--- src/rtl/resp_fifo.sv ---
// Small synchronous FIFO used to align one response stream against the other.
module resp_fifo #(
    parameter int unsigned WIDTH = 32,
    parameter int unsigned DEPTH = 4
) (
    input  logic             clk,
    input  logic             rst,
    input  logic             flush,
    input  logic             push,
    input  logic [WIDTH-1:0] push_data,
    input  logic             pop,
    output logic             full,
    output logic             empty,
    output logic [WIDTH-1:0] head
);

    localparam int unsigned AW = $clog2(DEPTH);

    logic [AW:0]      wptr_q;
    logic [AW:0]      rptr_q;
    logic [WIDTH-1:0] mem_q [DEPTH];
    logic             do_push;
    logic             do_pop;

    // Extra pointer MSB distinguishes full from empty when the indices match.
    always_comb begin
        empty   = (wptr_q == rptr_q);
        full    = (wptr_q[AW] != rptr_q[AW]) && (wptr_q[AW-1:0] == rptr_q[AW-1:0]);
        do_pop  = pop && !empty;
        do_push = push && (!full || do_pop);
        head    = mem_q[rptr_q[AW-1:0]];
    end

    // Pointer update; flush and reset both empty the FIFO.
    always_ff @(posedge clk) begin
        if (!rst || flush) begin
            wptr_q <= '0;
            rptr_q <= '0;
        end else begin
            if (do_push) wptr_q <= wptr_q + 1'b1;
            if (do_pop)  rptr_q <= rptr_q + 1'b1;
        end
    end

    // Storage write; contents need no reset since the pointers gate visibility.
    always_ff @(posedge clk) begin
        if (rst && !flush && do_push) mem_q[wptr_q[AW-1:0]] <= push_data;
    end

endmodule

--- config.mk ---
export PLATFORM = sky130hd
export DESIGN_NAME = resp_fifo
export DESIGN_NICKNAME = d
export VERILOG_FILES = /design/src/rtl/resp_fifo.sv
export SDC_FILE = /design/constraint.sdc
export NUM_CORES = 1
export LEC_CHECK = 0
export CAP_MARGIN = 25
export CORE_ASPECT_RATIO = 1.5
export CORE_UTILIZATION = 54
export DETAILED_ROUTE_END_ITERATION = 10
export PLACE_DENSITY = 0.79
export RECOVER_POWER = 50
export SYNTH_ARGS = -nofsm -noshare
export SYNTH_HDL_FRONTEND = slang
export SYNTH_SLANG_ARGS = --single-unit
--- constraint.sdc ---
create_clock -name clk -period 4.1 [get_ports clk]
set_input_delay 0.41 -clock clk [delete_from_list [all_inputs] [get_ports clk]]
set_output_delay 0.41 -clock clk [all_outputs]
set_load 0.005 [all_outputs]
==> results.json <==
{
  "critical_path_class": "reg -> out",
  "maxSlewViolCount": 0,
  "internal-power_uw": 2420,
  "clkTransAtPathRegs_ns": 0.05,
  "syn_area_mm2": 0.005140,
  "fmax_mhz": 358.6,
  "synthMuxAreaShare_pct": 15.19,
  "synthAdderAreaFrac_pct": 1.217,
  "wl_per_cell_um": 19.55,
  "pwr-share-seq_pct": 52.2,
  "grt_pass1_vias": 2567,
  "dr.pass1.iters": 4,
  "critPathArrivalTime_ns": 2.38,
  "grt_max_degree": 33,
  "critPathCaptureType": "primary output",
  "clock-sinks": 136,
  "tightest_slew_ns": 1.182,
  "wl_met2_um": 4673,
  "dpl.hpwl_um": 5275,
  "cts_setup_buffers": 0,
  "synthSimpleGateAreaFrac_pct": 1.923,
  "final_cell_mix": "edfxtp_1, clkdlybuf4s50_1, dlygate4sd3_1",
  "clock_latency_ns": 0.41,
  "diodes": 0,
  "viasPerCell": 5.557,
  "setup_viol": 0,
  "holdWs_ns": 0.4999,
  "min_path_type": "reg -> reg",
  "tns_ns": 0,
  "port_buffers": 70,
  "leakagePower_uw": 0.002119,
  "required_ns": 3.69,
  "die_area_mm2": 0.009921,
  "worst_path_max_delay_cell": "mux4_2",
  "routed-wl-met3_um": 316,
  "crit_buf_inv": 2,
  "syn_avg_cell_area_um2": 22.35,
  "row_count": 43,
  "io_pins": 71,
  "root_buffer": "clkbuf_16",
  "drv_cap": 0,
  "track_usage_pct": 20.50,
  "drive_gt1_share_pct": 20.00,
  "antenna_found_initial": 0,
  "crit_fanout": 16,
  "grt_pass1_wl_um": 13700,
  "ys_seq_area_share_pct": 77.90,
  "cp_top_family": "buffers and inverters",
  "finalWirelength_um": 8642,
  "grt.overflow.total": 0,
  "m1WireLength_um": 3500,
  "yosys.area_share.xor_xnor_pct": 1.022,
  "maxSlewHeadroom_pct": 20.19,
  "final.min_clock_period_ns": 2.789,
  "path_cells": "buf_4, mux4_2, clkdlybuf4s50_1",
  "maxUsedRoutingLayer": "met4",
  "run_status": "complete, no violations",
  "power.share.clock_pct": 43.8,
  "cts_tree": "yes",
  "fp.dieH_um": 121.5,
  "vdd_drop_max_v": 0.0003857,
  "htreeDepth": 4,
  "area_growth_pct": 27.00,
  "fin_skew_ns": 0.007916,
  "switchingPower_uw": 534.8,
  "cts_hold_buf": 0,
  "cp_slowest_stage_delay_ns": 0.60,
  "clk_path_buf_depth": 2,
  "gp_congestion": 0.7723,
  "drt_iter0_drc": 160,
  "combPwrFrac_pct": 4.0,
  "rsz0062_at_grt": "no",
  "hold_viol_final": 0,
  "p_sw_share_pct": 18.10,
  "total_power_uw": 2955,
  "drc": 0,
  "num_vias": 2456,
  "start_kind": "flip-flop",
  "synth.distinct_cells": 24,
  "layout_commonest_cell": "edfxtp_1",
  "p_per_area_mw_per_mm2": 452.7,
  "yosys_warnings": 0,
  "syn_nets": 272,
  "numCtsBuffers": 17,
  "synth_top_family_by_area": "multiplexers",
  "die_w_um": 81.66,
  "ys_ff_latch": 136,
  "antenna_left": 0,
  "synth_compound_area_share_pct": 1.241,
  "r2r_slack_ns": 1.63,
  "synthCells": 230,
  "final_nets": 361,
  "dp.cells": 412,
  "period_share_pct": 68.02,
  "post_cts_resized": 0,
  "start_util_pct": 55.54,
  "post-route-util_pct": 70.54,
  "fin_cells": 442,
  "placeableCoreArea_mm2": 0.009254
}
[Yosys cell counts, drive strengths merged]
cell | instances | share of area, %
or2b | 1 | 0.15
nand2 | 11 | 0.80
mux2i | 6 | 1.2
nor2b | 1 | 0.12
nor4bb | 1 | 0.19
o311ai | 1 | 0.17
nand3 | 1 | 0.097
ha | 5 | 1.2
nand2b | 1 | 0.12
a41oi | 2 | 0.34
a31oi | 1 | 0.12
xor2 | 3 | 0.51
inv | 9 | 0.66
edfxtp | 128 | 75
o211ai | 2 | 0.29
o41ai | 1 | 0.32
mux4 | 32 | 14
xnor2 | 3 | 0.51
buf | 8 | 0.85
nor2 | 2 | 0.15
dfxtp | 8 | 3.1
nor3 | 3 | 0.29
[worst paths after layout]
path / from / end / cells after the start
worst max-delay path: flip-flop / head[28] / 3
worst max register to register: rptr_q[2] / mem_q[3][7] / 4
worst min-delay path: wptr_q[2] / wptr_q[2] / 2
worst min register to register: wptr_q[2] / wptr_q[2] / 2
[routing by layer]
layer,vias up,global-route usage [%]
met3,10,4.812
li1,1125,-
met4,0,12.17
met1,1255,25.75
met5,-,0
met2,66,32.14
[per-stage QoR]
| stage | area [um2] | setup WS, ns |
|---|---|---|
| 3_5_place_dp | 6035 | 1.111 |
| 2_1_floorplan | 5140 | 0.6511 |
| 5_1_grt | 6528 | 1.098 |
| 6_report | 6528 | 1.311 |
| 4_1_cts | 6539 | 1.233 |
| 3_3_place_gp | 6035 | 1.211 |
[sequential cells by signal, summed over array words and instances (netlist names), named ones only]
name and cells:
wptr_q 3, mem_q 128, rptr_q 3
[layout make-up]
cell class	instances	area, um2
Clock buffer	24	451.7
Inverter	9	33.78
Timing Repair Buffer	78	769.5
Fill cell	587	2726
Sequential cell	136	4006
Multi-Input combinational cell	77	1074
Tap cell	112	140.1
Clock inverter	6	52.55
[cell families after synthesis]
family,Yosys count
xor gates and xnor gates,6
and+or+nand+nor,21
AOI/OAI and AO/OA,7
buffers and inverters,17
muxes,38
DFF,136
adders and majority gates,5
[tightest hold or removal path, cell delays in order, from the launching register on]
cell and delay, ns:
dfxtp_1 0.33, nand2_1 0.06, mux2i_1 0.05
[power by group through the flow]
stage	logic (uW)	registers, uW	clock network, uW
5_1_grt	128	1540	1370
3_3_place_gp	124	1570	0
6_report	118	1540	1300
3_5_place_dp	126	1570	0
4_1_cts	128	1540	1320
2_1_floorplan	43.4	1570	0
No activity file was read; power rests on OpenSTA's default activity.
